$ cat config.mk
export PLATFORM = sky130hd
export DESIGN_NAME = sign_mag_addsub_seq_amisha
export DESIGN_NICKNAME = d
export VERILOG_FILES = /design/src/rtl/sign_mag_addsub_seq_amisha_pkg.sv /design/src/rtl/sign_mag_core_amisha.sv /design/src/rtl/sign_mag_addsub_seq_amisha.sv
export SDC_FILE = /design/constraint.sdc
export NUM_CORES = 1
export LEC_CHECK = 0
export ABC_AREA = 1
export CAP_MARGIN = 20
export CELL_PAD_IN_SITES_DETAIL_PLACEMENT = 1
export CELL_PAD_IN_SITES_GLOBAL_PLACEMENT = 2
export CORE_AREA = 2 2 70 72
export DETAILED_ROUTE_END_ITERATION = 8
export DIE_AREA = 0 0 72 74
export PLACE_DENSITY_LB_ADDON = 0.1
export SYNTH_ARGS = -nofsm -noshare
export SYNTH_HDL_FRONTEND = slang
export SYNTH_SLANG_ARGS = --single-unit
$ cat constraint.sdc
create_clock -name clk_amisha -period 2 [get_ports clk_amisha]
set_input_delay 0.4 -clock clk_amisha [delete_from_list [all_inputs] [get_ports clk_amisha]]
set_output_delay 0.4 -clock clk_amisha [all_outputs]
set_load 0.05 [all_outputs]
$ cat src/rtl/sign_mag_addsub_seq_amisha_pkg.sv
// Shared encodings for the sequential sign-magnitude add/subtract unit.
package sign_mag_addsub_seq_amisha_pkg;

  typedef enum logic [1:0] {
    StIdle = 2'd0,
    StCmp  = 2'd1,
    StCalc = 2'd2,
    StDone = 2'd3
  } state_e;

  localparam logic OpAdd = 1'b0;
  localparam logic OpSub = 1'b1;

endpackage

$ cat src/rtl/sign_mag_core_amisha.sv
// Combinational sign-magnitude adder on operands already ordered by magnitude.
module sign_mag_core_amisha #(
  parameter int unsigned N = 4
) (
  input  logic [N-1:0] big_i,
  input  logic [N-1:0] small_i,
  output logic [N-1:0] sum_o,
  output logic         ovf_o
);

  localparam int unsigned M = N - 1;

  logic [M:0] mag;

  always_comb begin
    mag   = '0;
    ovf_o = 1'b0;
    if (big_i[N-1] == small_i[N-1]) begin
      mag   = {1'b0, big_i[M-1:0]} + {1'b0, small_i[M-1:0]};
      ovf_o = mag[M];
    end else begin
      mag = {1'b0, big_i[M-1:0]} - {1'b0, small_i[M-1:0]};
    end
    // A zero magnitude (including an overflow wrap) is always reported as +0.
    sum_o = {big_i[N-1] & (mag[M-1:0] != '0), mag[M-1:0]};
  end

endmodule

$ cat src/rtl/sign_mag_addsub_seq_amisha.sv
// Sequential sign-magnitude add/subtract with valid/ready handshakes and fixed latency.
module sign_mag_addsub_seq_amisha
  import sign_mag_addsub_seq_amisha_pkg::*;
#(
  parameter int unsigned N = 4
) (
  input  logic         clk_amisha,
  input  logic         rst_n_amisha,
  input  logic         in_valid_amisha,
  output logic         in_ready_amisha,
  input  logic         op_amisha,
  input  logic [N-1:0] a_amisha,
  input  logic [N-1:0] b_amisha,
  output logic         out_valid_amisha,
  input  logic         out_ready_amisha,
  output logic [N-1:0] sum_amisha,
  output logic         ovf_amisha
);

  state_e state_q, state_d;

  logic [N-1:0] a_q, b_q;
  logic [N-1:0] big_q, small_q;
  logic [N-1:0] sum_q;
  logic         ovf_q;

  logic         accept;
  logic         b_sign;
  logic [N-1:0] norm_a, norm_b;
  logic [N-1:0] core_sum;
  logic         core_ovf;

  assign in_ready_amisha  = (state_q == StIdle);
  assign out_valid_amisha = (state_q == StDone);
  assign sum_amisha       = sum_q;
  assign ovf_amisha       = ovf_q;
  assign accept           = in_valid_amisha & in_ready_amisha;

  always_comb begin
    b_sign = b_amisha[N-1];
    unique case (op_amisha)
      OpAdd:   b_sign = b_amisha[N-1];
      OpSub:   b_sign = ~b_amisha[N-1];
      default: b_sign = b_amisha[N-1];
    endcase
  end

  // Fold -0 into +0 so the sign comparison in the core only sees real signs.
  assign norm_a = {a_q[N-1] & (a_q[N-2:0] != '0), a_q[N-2:0]};
  assign norm_b = {b_q[N-1] & (b_q[N-2:0] != '0), b_q[N-2:0]};

  always_comb begin
    state_d = state_q;
    unique case (state_q)
      StIdle:  if (accept) state_d = StCmp;
      StCmp:   state_d = StCalc;
      StCalc:  state_d = StDone;
      StDone:  if (out_ready_amisha) state_d = StIdle;
      default: state_d = StIdle;
    endcase
  end

  always_ff @(posedge clk_amisha or negedge rst_n_amisha) begin
    if (!rst_n_amisha) begin
      state_q <= StIdle;
      a_q     <= '0;
      b_q     <= '0;
      big_q   <= '0;
      small_q <= '0;
      sum_q   <= '0;
      ovf_q   <= 1'b0;
    end else begin
      state_q <= state_d;
      if (accept) begin
        a_q <= a_amisha;
        b_q <= {b_sign, b_amisha[N-2:0]};
      end
      if (state_q == StCmp) begin
        if (norm_b[N-2:0] > norm_a[N-2:0]) begin
          big_q   <= norm_b;
          small_q <= norm_a;
        end else begin
          big_q   <= norm_a;
          small_q <= norm_b;
        end
      end
      if (state_q == StCalc) begin
        sum_q <= core_sum;
        ovf_q <= core_ovf;
      end
    end
  end

  sign_mag_core_amisha #(
    .N(N)
  ) u_core (
    .big_i  (big_q),
    .small_i(small_q),
    .sum_o  (core_sum),
    .ovf_o  (core_ovf)
  );

endmodule
Word-level counts from Yosys, hierarchy flattened:

Cells that the tools add are included.

* add/sub/neg operators: 2
* $lt $le $gt $ge: 1
* equality and inequality tests: 6
* muxes and demuxes: 8
* bitwise gates (word level): 6
* reductions and logical operators: 5

Operators by type and width (number)
* nonzero test 3 bit: 3
* two-way mux 4 bit: 2
* one-hot mux 2 bit (4 select lines): 1
* adder 3 x 3 -> 4 bit: 1
* bitwise AND 1 bit: 4
* == test 2 bit (second input constant): 2
* two-way mux 2 bit: 2
* inequality test 2 x 1 -> 1 bit (second input constant): 2
* > comparator 3 bit: 1
* two-way mux 3 bit: 1
* subtractor 3 bit: 1
* == test 2 x 1 -> 1 bit (second input constant): 1
* logical NOT 2 bit: 1
* inverter 1 bit: 2
* one-hot mux 1 bit (2 select lines): 1
* AND reduction 2 bit: 1
* == test 1 bit: 1
* two-way mux 1 bit: 1

* flip-flop bits (word level): 23
* bits of input ports: 13
* output and inout port bits: 7
* word-level logic and storage cells: 35

Longest topological paths before layout:

Gate-level depths: netlist (run 1).

* word-level depth: 4
* mapped depth: 11
* gate-level depth less buffers: 11

Modules after synthesis:

Synthesis (run 1) repeated with hierarchy kept, for this count alone.

* cells, all modules: 170
* area total of the unflattened synthesis: 1395.1 um^2

By module, submodules not included
* sign_mag_addsub_seq_amisha: times used 1, cells an instance 126, area each 1144.8 um^2, sequential area each 575.6 um^2
* sign_mag_core_amisha: times used 1, cells an instance 44, area each 250.2 um^2, sequential area each 0.0 um^2

Worst setup path after synthesis (run 1):

Ideal clock, no wire load.

* path type: reg2reg
* from: reg state_q[0]
* to: reg a_q[3]
* setup time: 0.128 ns
* arrival: 1.526 ns
* required time: 1.872 ns
* path slack: 0.346 ns
* stages on the path, launching flop included: 5
* buffers on the path: 0
* clock period less this slack: 1.654 ns
* cell sequence: dfrtp_1 -> inv_1 -> ha_1 -> nand2_1 -> mux2_1

* longest elaborated chain between the ends: 2

Ends and longest elaborated chain
* start, declared: line sign_mag_addsub_seq_amisha.sv:20 `state_e state_q, state_d;`
* start signal, assigned: line sign_mag_addsub_seq_amisha.sv:65 `state_q <= StIdle;`
* start signal, assigned: line sign_mag_addsub_seq_amisha.sv:73 `state_q <= state_d;`
* logical NOT 2 bit: line sign_mag_addsub_seq_amisha.sv:33 `assign in_ready_amisha = (state_q == StIdle);`
* named net in_ready_amisha: line sign_mag_addsub_seq_amisha.sv:10 `output logic in_ready_amisha,`
* bitwise AND 1 bit: line sign_mag_addsub_seq_amisha.sv:37 `assign accept = in_valid_amisha & in_ready_amisha;`
* end signal, assigned: line sign_mag_addsub_seq_amisha.sv:75 `a_q <= a_amisha;`
* end, declared: line sign_mag_addsub_seq_amisha.sv:22 `logic [N-1:0] a_q, b_q;`

The timed path passes the listed nets, and every way through them passes these cells.
A chain may end at the register's enable or synchronous reset.

Worst setup path in the final report (run 1):

* from: reg sum_q[1] (netlist: sum_amisha[1])
* to: out sum_amisha[1]

RTL lines
* start, declared: line sign_mag_addsub_seq_amisha.sv:24 `logic [N-1:0] sum_q;`
* start signal, assigned: line sign_mag_addsub_seq_amisha.sv:88 `sum_q <= core_sum;`
* end, declared: line sign_mag_addsub_seq_amisha.sv:16 `output logic [N-1:0] sum_amisha,`

No word-level cell between the ends.

==> results_dict.tcl, run 1 <==
set metrics [dict create \
    status "finished, final reports clean" \
    htreeDepth 1 \
    num_antenna_cells 0 \
    drt-wirelength-per-cell_um 12.5 \
    antenna_found_initial 0 \
    io_pins 20 \
    nets 219 \
    synth_compound_area_frac 0.0790 \
    end_kind "primary output" \
    syn_nets 195 \
    syn_inst 167 \
    drt_pass1_iterations 3 \
    synth_area_sq_mm 0.00136 \
    gr-total-overflow 0 \
    postRouteAntennaNets 0 \
    cts_tree "built" \
    ys_top_cells_by_area "dfrtp_1 (42%), nand2_1 (13%), ha_1 (12%)" \
    rows 25 \
    ys_top_cells_by_count "nand2_1 (48), dfrtp_1 (23), nand3_1 (20)" \
    reg2reg_depth 11 \
    die-height_um 74 \
    dpl.hpwl_um 2450 \
    grt_pass1_vias 1171 \
    synth-seq-cells 23 \
    io_buffers 19 \
    setup_violations 0 \
    critPathMaxStageDelay_ps 810 \
    synth_edf_count 0 \
    ys_seq_area_frac 0.422 \
    finalSetupTns_ps 0 \
    yosysMostFrequentCell "nand2_1" \
    layout-drive-gt1-share 0.0895 \
    grt_pass1_wl_um 5230 \
    clkLatencyLatePin_ps 260 \
    hold_path_class "input port to asynchronous set/reset pin" \
    fin_crit_sh 0.914 \
    worst-path-buf-inv 1 \
    reg2reg_to "sum_amisha[3]" \
    synthSimpleGateAreaFrac 0.264 \
    synth_top_family_by_area "simple AND/OR/NAND/NOR gates" \
    synth_xor_area_frac 0.00643 \
    route.vias.total 1123 \
    vias_per_cell 4.60 \
    grtUsageTotal 0.125 \
    ctsHoldBuffers 0 \
    maxCapViolCount 0 \
    drc 0 \
    post_cts_buffers 0 \
    whs_ps 490 \
    ir_worst_vdd_v 0.000604 \
    wirelength_um 3050 \
    start_util 0.296 \
    skew_ps 2.06 \
    start_kind "register" \
    crit_cells 1 \
    grt_max_degree 24 \
    fp.dieArea_sq_mm 0.00533 \
    setup.worst_path.class "register to primary output" \
    yosys.area.top_type_share 0.422 \
    area_growth_pct 23.1 \
    ctsResizeCount 0 \
    relSlewSlack 0.664 \
    cts_max_path_buffers 2 \
    r2r_start "big_q[0]" \
    fin_util 0.365 \
    ff2ff_setup_slack_ps 410 \
    place_congestion 0.754 \
    power_w 0.00316 \
    synthAdderAreaFrac 0.149 \
    critPathMaxFanout 2 \
    max_freq_mhz 547 \
    clock-sinks 23 \
    tightest_slew_ps 502 \
    cp.arrival_ps 1430 \
    period_minus_slack_ps 1830 \
    synth-async-reset-ratio 1.00 \
    cts_buffers 3 \
    die_x_um 72 \
    num-fill-cells 545 \
    synth_ff_type "dfrtp_1" \
    synth_top_cell_by_area "dfrtp_1" \
    slowest_stage "clkdlybuf4s50_1" \
    synthMuxAreaShare 0.00826 \
    cts-root-buf "clkbuf_8" \
    syn_avg_cell_area_sq_um 8.16 \
    maxSlewViolCount 0 \
    critPathRequiredTime_ps 1600 \
    grt_setup_unrepaired "false" \
    hold_violations 0 \
    ys_warn_count 0 \
    worstPathCellList "clkdlybuf4s50_1" \
    powerDensity_mw_per_mm2 1890 \
    path_delay_family "buffers and inverters" \
    core_area_sq_mm 0.00460 \
    power_leakage_nw 0.848 \
    yosys.cell_types.count 19 \
    clkTransAtPathRegs_ps 80 \
    drt_iter0_drc 37 \
]
how the worst max path moves through the flow:
stage,start,endpoint,slack (ps)
after global placement,sum_amisha[3],sum_amisha[3],460
after global routing,sum_amisha[3],sum_amisha[3],110
after detailed placement,big_q[0],sum_amisha[3],390
after floorplan,state_q[0],a_q[3],350
after CTS,sum_amisha[1],sum_amisha[1],160
final,sum_amisha[1],sum_amisha[1],170
sequential cells by signal, summed over array words and instances, names as in the netlist:
register	count
b_q	4
big_q	4
state_q	2
small_q	4
ovf_amisha	1
sum_amisha	4
a_q	4
where the power goes:
part	switching [W]	internal (W)	total (W)
sequential	0.000167	0.000696	0.000863
combinational	0.00129	0.000722	0.00201
clock	0.000146	0.000142	0.000288
total	0.00160	0.00156	0.00316
placed cells by master, fill, tap and decap left out, drive strengths merged:
master	instances
nand2	50
dfrtp	23
inv	23
nand3	22
clkdlybuf4s50	17
ha	13
a21oi	13
nor2	10
o21ai	5
clkbuf	4
buf	4
fa	2
o31ai	1
o22ai	1
mux2	1
xnor2	1
metrics by stage:
stage               setup slack [ps]  cells  area [sq um]
floorplan                        346    167          1360
global placement                 457    240          1630
detailed placement               390    240          1630
CTS                              162    244          1680
global route                     115    244          1680
finish                           173    244          1680
cell families (layout without fill, tap and decap cells):
group / count (synthesis) / count (layout)
compound gates: 20 / 20
simple gates: 82 / 82
mux: 1 / 1
buf+inv: 25 / 48
xor+xnor: 1 / 1
fa+ha+maj: 15 / 15
flops: 23 / 23
routing by layer:
layer  vias to the layer above  routed length (um)  track usage
met5                         -                   0            0
met4                         0                  22       0.0377
met3                         2                  79       0.0244
met2                        12                1490        0.223
met1                       534                1460        0.154
li1                        575                   -            -
cell type report:
type	instances	area, sq um	area share
Clock buffer	4	45.0	0.0268
Sequential cell	23	576	0.343
Tap cell	54	67.6	0.0403
Multi-Input combinational cell	119	691	0.412
Inverter	23	86.3	0.0515
Timing Repair Buffer	21	213	0.127
Power figures use the tool's default switching activity.
==> inputs of run 2 (changes only) <==
--- a/config.mk
+++ b/config.mk
@@ -9,9 +9,9 @@
 export CAP_MARGIN = 20
 export CELL_PAD_IN_SITES_DETAIL_PLACEMENT = 1
 export CELL_PAD_IN_SITES_GLOBAL_PLACEMENT = 2
-export CORE_AREA = 2 2 70 72
+export CORE_AREA = 2 2 63 80
 export DETAILED_ROUTE_END_ITERATION = 8
-export DIE_AREA = 0 0 72 74
+export DIE_AREA = 0 0 65 82
 export PLACE_DENSITY_LB_ADDON = 0.1
 export SYNTH_ARGS = -nofsm -noshare
 export SYNTH_HDL_FRONTEND = slang
==> constraint.sdc (replaced) <==
create_clock -name clk_amisha -period 1.9 [get_ports clk_amisha]
set_input_delay 0.38 -clock clk_amisha [delete_from_list [all_inputs] [get_ports clk_amisha]]
set_output_delay 0.38 -clock clk_amisha [all_outputs]
set_load 0.05 [all_outputs]
==> results_dict.tcl, run 2 (synthesized netlist as in run 1, its figures left out) <==
set metrics [dict create \
    ff2ff_setup_slack_ps 300 \
    start_kind "register" \
    layout_common_cells "nand2_1 (48), dfrtp_1 (23), nand3_1 (20)" \
    die_x_um 65 \
    period_minus_slack_ps 1790 \
    worstPathCellList "clkdlybuf4s50_1" \
    fin_crit_sh 0.944 \
    cp.arrival_ps 1410 \
    cts_buffers 3 \
    dpl.hpwl_um 2530 \
    r2r_start "a_q[2]" \
    antenna_found_initial 0 \
    slowest_stage "clkdlybuf4s50_1" \
    relSlewSlack 0.671 \
    gr-total-overflow 0 \
    critPathMaxFanout 2 \
    io_pins 20 \
    area_growth_pct 24.0 \
    vias_per_cell 4.48 \
    startpoint "sum_amisha[0]" \
    max_freq_mhz 557 \
    tightest_slew_ps 491 \
    clock-sinks 23 \
    reg2reg_to "big_q[3]" \
    power_w 0.00336 \
    ctsResizeCount 0 \
    io_buffers 19 \
    drt-wirelength-per-cell_um 12.4 \
    setup_violations 0 \
    drt_iter0_drc 22 \
    crit_end "sum_amisha[0]" \
    place_congestion 0.713 \
    skew_ps 3.64 \
    route.vias.total 1125 \
    grt_pass1_vias 1242 \
    grtUsageTotal 0.133 \
    grt_max_degree 24 \
    power_leakage_nw 0.858 \
    wirelength_um 3110 \
    start_util 0.297 \
    grt_setup_unrepaired "false" \
    grt_pass1_wl_um 5570 \
    finalSetupTns_ps 0 \
    powerDensity_mw_per_mm2 1990 \
    postRouteAntennaNets 0 \
    hold_violations 0 \
    setup.worst_path.class "register to primary output" \
    layout-drive-gt1-share 0.110 \
    clkLatencyLatePin_ps 260 \
    cts_max_path_buffers 2 \
    drt_pass1_iterations 4 \
    worst-path-buf-inv 1 \
    rows 28 \
    maxSlewViolCount 0 \
    maxCapViolCount 0 \
    num-fill-cells 568 \
    status "finished, final reports clean" \
    num_antenna_cells 0 \
    htreeDepth 1 \
    ctsHoldBuffers 0 \
    ir_worst_vdd_v 0.000631 \
    final_common_cell "nand2_1" \
    drc 0 \
    cts-root-buf "clkbuf_8" \
    critPathRequiredTime_ps 1520 \
    post_cts_buffers 0 \
    fp.dieArea_sq_mm 0.00533 \
    reg2reg_depth 8 \
    hold_path_class "input port to asynchronous set/reset pin" \
    critPathMaxStageDelay_ps 800 \
    cts_tree "built" \
    core_area_sq_mm 0.00459 \
    clkTransAtPathRegs_ps 90 \
    crit_cells 1 \
    die-height_um 82 \
    path_delay_family "buffers and inverters" \
    end_kind "primary output" \
    nets 220 \
]
## run 2: cell types whose count changed in the layout (fill, tap and decap cells not counted)
cell / previous run / this run
buf_4: 3 / 6
clkdlybuf4s50_1: 17 / 15
clkbuf_1: 1 / 0
clkinv_2: 0 / 1
## run 2: area by class of cell
type / instances / area (sq um) / share of cell area
sequential: 23 / 576 / 0.341
inverter: 23 / 86.3 / 0.0511
multi-input combinational: 119 / 691 / 0.409
tap: 60 / 75.1 / 0.0444
clock inverter: 1 / 5.00 / 0.00296
timing repair buffer: 22 / 215 / 0.127
clock buffer: 3 / 41.3 / 0.0244
## run 2: power breakdown
part	leakage, nW	switching, W	internal [W]
Combinational	0.564	0.00138	0.000767
Sequential	0.269	0.000176	0.000732
Clock	0.0255	0.000159	0.000146
## run 2: how the worst min path moves through the flow
stage / to
2_1_floorplan: a_q[0]
3_3_place_gp: ovf_amisha
3_5_place_dp: ovf_amisha
4_1_cts: big_q[2]
5_1_grt: big_q[2]
6_report: big_q[2]
## run 2: worst register-to-register path, delay by kind of cell (launching register included)
| family | cells | cell delay [ps] |
|---|---|---|
| adders and majority gates | 1 | 360 |
| AOI/OAI and AO/OA | 1 | 240 |
| DFF | 1 | 390 |
| and+or+nand+nor | 5 | 430 |
| buffers and inverters | 1 | 70 |
## run 2: routing by layer
metal  share of wire  global-route usage  up-vias
met3           0.022              0.0178        2
met1            0.43               0.157      536
met2            0.54               0.255       11
met4          0.0067              0.0319        0
met5               0                   0        -
li1                -                   -      576
## run 2: stage by stage
| stage | setup WS, ps | hold WS [ps] | cell area (sq um) | util | std cells |
|---|---|---|---|---|---|
| after CTS | 82.6 | 474 | 1690 | 0.368 | 251 |
| after detailed placement | 290 | 481 | 1640 | 0.358 | 247 |
| after floorplan | 246 | 84.4 | 1360 | - | 167 |
| final | 106 | 467 | 1690 | 0.368 | 251 |
| after global routing | 46.9 | 485 | 1690 | 0.368 | 251 |
| after global placement | 358 | 468 | 1640 | 0.358 | 247 |
